==> src/rtl/pa_clint_mtime_gen.sv <==
// Machine timer source for the CLINT: prescaled free-running 64-bit mtime with
// M-mode half-word writes and a hi-word snapshot for torn-free 32-bit reads.
module pa_clint_mtime_gen #(
   parameter int DIV_WIDTH = 8
) (
   input  logic                 clint_clk,
   input  logic                 clint_rst,
   input  logic                 mtime_en,
   input  logic [DIV_WIDTH-1:0] mtime_div,
   input  logic                 dbg_halt,
   input  logic [1:0]           cpu_clint_mode,
   input  logic                 busif_mtime_write_vld,
   input  logic                 busif_mtime_lo_sel,
   input  logic                 busif_mtime_hi_sel,
   input  logic [31:0]          busif_mtime_wdata,
   input  logic                 busif_mtime_lo_rd,
   output logic [63:0]          sysio_clint_mtime,
   output logic [31:0]          mtime_hi_snap,
   output logic                 mtime_tick,
   output logic                 mtime_wrap
);

   localparam logic [1:0] M_MODE = 2'b11;

   logic [63:0]          mtime_r;
   logic [63:0]          mtime_nxt_s;
   logic [DIV_WIDTH-1:0] pre_cnt_r;
   logic [DIV_WIDTH-1:0] pre_cnt_nxt_s;
   logic [31:0]          hi_snap_r;
   logic [31:0]          hi_snap_nxt_s;
   logic                 tick_r;
   logic                 tick_nxt_s;
   logic                 wrap_r;
   logic                 wrap_nxt_s;
   logic                 wr_vld_s;
   logic                 tick_due_s;

   // An increment from the all-ones value is the only way mtime wraps to zero.
   function automatic logic is_wrap_point(input logic [63:0] value);
      return (value == 64'hFFFF_FFFF_FFFF_FFFF);
   endfunction

   // Write qualification: only M-mode writes that select at least one half count.
   always_comb begin
      wr_vld_s   = busif_mtime_write_vld && (cpu_clint_mode == M_MODE) &&
                   (busif_mtime_lo_sel || busif_mtime_hi_sel);
      tick_due_s = (pre_cnt_r >= mtime_div);
   end

   // Next-state selection in priority order: write, disable, halt, count.
   always_comb begin
      mtime_nxt_s   = mtime_r;
      pre_cnt_nxt_s = pre_cnt_r;
      tick_nxt_s    = 1'b0;
      wrap_nxt_s    = 1'b0;
      if (wr_vld_s) begin
         if (busif_mtime_lo_sel) begin
            mtime_nxt_s[31:0] = busif_mtime_wdata;
         end else begin
            mtime_nxt_s[31:0] = mtime_r[31:0];
         end
         if (busif_mtime_hi_sel) begin
            mtime_nxt_s[63:32] = busif_mtime_wdata;
         end else begin
            mtime_nxt_s[63:32] = mtime_r[63:32];
         end
         pre_cnt_nxt_s = {DIV_WIDTH{1'b0}};
      end else if (!mtime_en) begin
         pre_cnt_nxt_s = {DIV_WIDTH{1'b0}};
      end else if (dbg_halt) begin
         pre_cnt_nxt_s = pre_cnt_r;
      end else if (tick_due_s) begin
         // >= rather than == so lowering mtime_div below pre_cnt still ticks.
         pre_cnt_nxt_s = {DIV_WIDTH{1'b0}};
         mtime_nxt_s   = mtime_r + 64'd1;
         tick_nxt_s    = 1'b1;
         wrap_nxt_s    = is_wrap_point(mtime_r);
      end else begin
         pre_cnt_nxt_s = pre_cnt_r + DIV_WIDTH'(1);
      end
   end

   // Snapshot takes the pre-update hi word so it pairs with the lo word read now.
   always_comb begin
      if (busif_mtime_lo_rd) begin
         hi_snap_nxt_s = mtime_r[63:32];
      end else begin
         hi_snap_nxt_s = hi_snap_r;
      end
   end

   // State and output registers with synchronous reset.
   always_ff @(posedge clint_clk) begin
      if (clint_rst) begin
         mtime_r   <= 64'd0;
         pre_cnt_r <= {DIV_WIDTH{1'b0}};
         hi_snap_r <= 32'd0;
         tick_r    <= 1'b0;
         wrap_r    <= 1'b0;
      end else begin
         mtime_r   <= mtime_nxt_s;
         pre_cnt_r <= pre_cnt_nxt_s;
         hi_snap_r <= hi_snap_nxt_s;
         tick_r    <= tick_nxt_s;
         wrap_r    <= wrap_nxt_s;
      end
   end

   assign sysio_clint_mtime = mtime_r;
   assign mtime_hi_snap     = hi_snap_r;
   assign mtime_tick        = tick_r;
   assign mtime_wrap        = wrap_r;

endmodule

==> config.mk <==
export PLATFORM = sky130hd
export DESIGN_NAME = pa_clint_mtime_gen
export DESIGN_NICKNAME = d
export VERILOG_FILES = /design/src/rtl/pa_clint_mtime_gen.sv
export SDC_FILE = /design/constraint.sdc
export NUM_CORES = 1
export LEC_CHECK = 0
export CAP_MARGIN = 20
export CORE_MARGIN = 8
export CORE_UTILIZATION = 35
export CTS_CLUSTER_SIZE = 24
export DETAILED_ROUTE_END_ITERATION = 6
export MAX_ROUTING_LAYER = met4
export PLACE_DENSITY = 0.67
export SYNTH_ARGS = -nofsm -noshare
export SYNTH_HDL_FRONTEND = slang
export SYNTH_SLANG_ARGS = --single-unit
==> constraint.sdc <==
create_clock -name clint_clk -period 2.6 [get_ports clint_clk]
set_clock_uncertainty 0.2 [all_clocks]
set_input_delay 0.26 -clock clint_clk [delete_from_list [all_inputs] [get_ports clint_clk]]
set_output_delay 0.26 -clock clint_clk [all_outputs]
set_load 0.005 [all_outputs]
== Yosys cells after proc, flatten, opt, wreduce, memory -nomap -nowiden ==
Index checks and enable logic that the tools add are counted.

* Flip-flop bits (word level): 106
* Latch bits: 0
* Bits in writable memories: 0
* Memory bits (read-only): 0
* Bits of input ports: 50
* Output and inout bits: 98
* Logic and storage cells: 34
* Memories kept: 0

* $add $sub $neg: 2
* Multipliers: 0
* Div/mod/pow operators: 0
* Order comparisons: 1
* Equal/unequal tests: 5
* Shift-type cells: 0
* Multiplexer cells: 8
* Bitwise logic cells: 2
* Reductions and logical operators: 10

{| class="wikitable"
|+ Operators with widths
! cell !! count
|-
| 64-bit 2-to-1 mux || 4
|-
| 64-bit by 1-bit adder with 64-bit output (second input constant) || 1
|-
| 64-bit == test (second input constant) || 1
|-
| 32-bit 2-to-1 mux || 2
|-
| 8-bit by 1-bit adder with 8-bit output (second input constant) || 1
|-
| 8-bit greater-or-equal comparator || 1
|-
| 8-bit 2-to-1 mux || 1
|-
| 4-bit AND reduction || 2
|-
| 5-bit OR reduction || 1
|-
| 2-bit inequality test (second input constant) || 2
|-
| 2-bit nonzero test || 2
|-
| 4-bit OR reduction || 1
|-
| 3-bit OR reduction || 1
|-
| 2-bit == test (second input constant) || 1
|-
| 1-bit logical AND || 2
|-
| 2-bit by 1-bit inequality test with 1-bit output (second input constant) || 1
|-
| 1-bit NOT || 2
|-
| 1-bit logical OR || 1
|-
| 1-bit 2-to-1 mux || 1
|}

== Depth between registers and ports, before layout ==
Gate-level depths: netlist (run 1).

* Word-level depth: 5
* Mapped depth: 9
* Gate-level depth less buffers: 8

== Least setup slack after synthesis (run 1) ==
No wires, ideal clock.

* Path kind: register -> register
* Start: register pre_cnt_r[0]
* End: register mtime_r[39] (netlist: sysio_clint_mtime[39])
* Library setup time: 0.136 ns
* Data arrival time: 2.219 ns
* Data required time: 2.264 ns
* Setup slack: 0.045 ns
* Cell stages (with the launch flop): 10
* Period minus slack after synthesis: 2.555 ns
* Cells stage by stage: dfxtp_1 > inv_1 > ha_1 > nand2b_1 > a2111oi_0 > o41a_1 > o21ai_1 > nand2_1 > clkbuf_1 > o32ai_1

* Longest elaborated chain between the ends: 3

{| class="wikitable"
|+ RTL lines
! element !! RTL line !! RTL
|-
| from (decl) || 27 || <nowiki>logic [DIV_WIDTH-1:0] pre_cnt_r;</nowiki>
|-
| from (signal assigned) || 96 || <nowiki>pre_cnt_r <= {DIV_WIDTH{1'b0}};</nowiki>
|-
| from (signal assigned) || 102 || <nowiki>pre_cnt_r <= pre_cnt_nxt_s;</nowiki>
|-
| 8-bit greater-or-equal comparator || 47 || <nowiki>tick_due_s = (pre_cnt_r >= mtime_div);</nowiki>
|-
| 2-bit nonzero test (no source line) || - ||
|-
| 4-bit AND reduction (no source line) || - ||
|-
| to (signal assigned) || 101 || <nowiki>mtime_r <= mtime_nxt_s;</nowiki>
|-
| to (decl) || 25 || <nowiki>logic [63:0] mtime_r;</nowiki>
|}

Every way passes these cells.
A chain may end at the register's enable or synchronous reset.

== Final worst setup path (run 1) ==
* Start: register mtime_r[21] (netlist: sysio_clint_mtime[21])
* End: register mtime_r[52] (netlist: sysio_clint_mtime[52])

* Longest elaborated chain between the ends: 5

{| class="wikitable"
|+ RTL lines
! element !! RTL line !! RTL
|-
| 64-bit by 1-bit adder with 64-bit output || 75 || <nowiki>mtime_nxt_s = mtime_r + 64'd1;</nowiki>
|-
| 64-bit 2-to-1 mux || 72 || <nowiki>end else if (tick_due_s) begin</nowiki>
|-
| 64-bit 2-to-1 mux || 70 || <nowiki>end else if (dbg_halt) begin</nowiki>
|-
| 64-bit 2-to-1 mux || 68 || <nowiki>end else if (!mtime_en) begin</nowiki>
|-
| 64-bit 2-to-1 mux || 56 || <nowiki>if (wr_vld_s) begin</nowiki>
|}

Every way passes these cells. The select of a mux whose other input is x is not followed.

==> metrics.md, run 1 <==
| Metric | Value |
|---|---|
| Status | finished, final reports clean |
| GRT Residual Overflow | 0 |
| Worst skew pair latency | 0.37 ns |
| Netlist Area Pre-Place | 0.00616 sq mm |
| Layout cells sized above 1 | 13.8% |
| Adder-cell share of the synthesized area | between 2 and 2.5% |
| Die W | roughly 150 um |
| Fmax | 403 MHz |
| Max-cap violations | 0 |
| Relative slew slack | 56.4% |
| Overall Global Routing Usage | a little under a quarter |
| Seq/Total Area, Yosys | 34.4% |
| Final Critical Period | 2.48 ns |
| CTS Buf Count | 9 |
| Commonest non-fill, non-tap cell in the layout | clkdlybuf4s50_1 |
| Die Area | roughly 0.022 sq mm |
| Via Count | 7,323 |
| I/O pins | 148 |
| Final worst slack | 0.117 ns |
| CTS tree | built |
| Worst-path clk slew | 0.07 ns |
| Post-synthesis xor/xnor area fraction | less than 1% |
| Clock root cell | clkbuf_16 |
| DRT iter0 DRCs | approximately 630 |
| # rows | 48 |
| Worst path required time | 2.68 ns |
| Total chip power | roughly 0.0036 W |
| Nature of the critical path startpoint | flip-flop |
| Crit Path Max Fanout | 7 |
| DIE HEIGHT | 149 um |
| Worst path arrival time | 2.56 ns |
| Post-synthesis compound-gate area fraction | a little under a quarter |
| Post-DP HPWL | 18,800 um |
| Gpl congestion | roughly 0.97 |
| Largest family of logic cells by synthesized area | simple AND/OR/NAND/NOR gates |
| Hold Crit Class | input pin to flip-flop |
| Util after Layout | between 50% and 60% |
| CTS H-tree lvls | 3 |
| Simple-gate share of the synthesized area | between 20 and 30% |
| Starting Density | 35.7% |
| Worst Setup End Kind | flip-flop |
| DP Worst Slack | -0.202 ns |
| Antenna violations before repair | 0 |
| Core area | 0.0172 sq mm |
| First-pass GRT wire length | about 39,000 um |
| Post-Synthesis Cells | 809 |
| Final instance area | 0.00897 sq mm |
| Final Hold Viols | 0 |
| Nets | 1,087 |
| Average wire per standard cell | between 15 and 20 um |
| Synth area leader | dfxtp_1 |
| Peak VDD IR | 0.317 mV |
| Top cell type's share of synthesized area | 34.4% |
| Synth Warn # | 0 |
| CTS Hold Bufs | 0 |
| Measured slew at the worst slew-check pin | 0.651 ns |
| Max Slew Vio Count | 0 |
| Register bit count reported by yosys | 106 |
| Vias per inst | 5.83 |
| # DRC | 0 |
| I/O Buffers | 147 |
| Syn Nets | 869 |
| Pwr dens | approximately 400 mW/mm^2 |
| WS Path Type | flip-flop to flip-flop |
| Tcrit/Tclk final | between 90% and 100% |
| Synth top area cells | dfxtp_1 34%, a21oi_1 5.8%, nand2_1 5.8% |
| Post-synth EDFFs | 0 |
| Clock buffer depth | 2 |
| Pin count of the biggest net entering global routing | 94 |
| Synth cell types | 67 |
| Area delta synth->final | 45.6% |
| Leakage | 3.07 nW |
| Routed WL | 25,000 um |
| Synth Flop Type | dfxtp_1 |
| ANT nets after route | 0 |
| Vias in the first global route | 6,845 |
| Synthesized area per cell | ~7.6 sq um |
| DRT Pass-1 Iters | 5 |
| Fillcell total | 1,658 |
| Endpoints failing setup | 0 |
| Ys async rst share | 0% |
| Mux contribution to synthesized area | 5.69% |
| Sink Count | 106 |
| # diodes | 0 |
| Post-DP Area | 0.00861 sq mm |
| Most frequent cells in the layout | 145 x clkdlybuf4s50_1, 105 x dfxtp_1, 102 x buf_4 |
-- what timing repair did --
| item | CTS | global route |
|---|---|---|
| gates resized for setup | 0 | 4 |
| setup endpoints to repair | 0 | 28 |
| buffers inserted | 0 | 1 |
-- where the power goes --
group | switching, W | internal [W]
Clock | 0.000668 | 0.000940
Combinational | 0.000162 | 0.000158
Sequential | 0.00000933 | 0.00163
Total | 0.000839 | 0.00273
-- Yosys cell counts, types with 10 or more instances --
cell type and number:
dfxtp_1 106, ha_1 10, mux2i_1 35, a21oi_1 72, nand4_1 31, nor4_1 11, o21ai_0 56, o31ai_1 22
inv_1 24, and4_1 12, nand3_1 40, clkbuf_1 39, nand2_1 96, nor3_1 23, o32ai_1 11, nor2_1 80
a31oi_1 10
-- worst paths after layout --
check / start / cells after the start / to / slack (ns)
worst max-delay path: sysio_clint_mtime[21] / 7 / sysio_clint_mtime[52] / 0.12
worst min-delay path: clint_rst / 4 / sysio_clint_mtime[55] / 0.15
worst max register to register: sysio_clint_mtime[21] / 7 / sysio_clint_mtime[52] / 0.12
worst min register to register: mtime_hi_snap[4] / 2 / mtime_hi_snap[4] / 0.30
-- sequential cells by signal (all words and copies together), names as in the netlist --
name and count:
mtime_hi_snap 32, mtime_tick 1, mtime_wrap 1, pre_cnt_r 8, sysio_clint_mtime 64
-- stage by stage --
| stage | setup TNS (ns) | hold slack, ns | cells |
|---|---|---|---|
| 2_1_floorplan | 0 | 0.205 | 809 |
| 3_3_place_gp | -6.89 | 0.273 | 1240 |
| 3_5_place_dp | -7.64 | 0.282 | 1240 |
| 4_1_cts | 0 | 0.135 | 1256 |
| 5_1_grt | -0.000978 | 0.165 | 1257 |
| 6_report | 0 | 0.146 | 1257 |
-- logic make-up (layout without fill, tap and decap cells) --
family | count (synthesis) | in the layout
XOR/XNOR | 7 | 7
AO/OA/AOI/OAI | 229 | 229
adder cells (fa/ha/maj) | 10 | 10
multiplexers | 35 | 35
AND/OR/NAND/NOR | 349 | 349
flip-flops | 106 | 106
buffers and inverters | 73 | 296
-- metal layers --
| layer | vias up | global-route usage, % | part of all wire (%) |
|---|---|---|---|
| met5 | - | - | 0 |
| met4 | 0 | 9.64 | 3.7 |
| met3 | 56 | 5.38 | 9.3 |
| met2 | 411 | 34.1 | 44 |
| met1 | 3416 | 28.9 | 43 |
| li1 | 3440 | - | - |
-- final cells by class --
cell class              count  area, sq um  area share, %
multi-input cells         630         3780           42.2
repair buffers            255         2350           26.2
flip-flops and latches    106         2120           23.7
well taps                 225          282           3.14
clock buffers               9          225           2.51
clock inverters             7          118           1.31
inverters                  25         93.8           1.05
-- critical path: stages (launching register included) --
cell	delay, ns
dfxtp_1	0.45
nand4_1	0.19
nor4_4	0.27
buf_4	0.18
nand3_1	0.12
or4_1	0.60
o31a_1	0.26
o32ai_1	0.11
(Power assumes the default switching activity.)
==> inputs of run 2 (changes only) <==
CTS_CLUSTER_SIZE = unset   (was 24)
==> results of run 2 <==
No change in the layout: final DEF, timing and power equal those of run 1.
==> inputs of run 3 (changes only) <==
HOLD_SLACK_MARGIN = 0.08   (was unset)
==> results of run 3 <==
No change in the layout: final DEF, timing and power equal those of run 1.
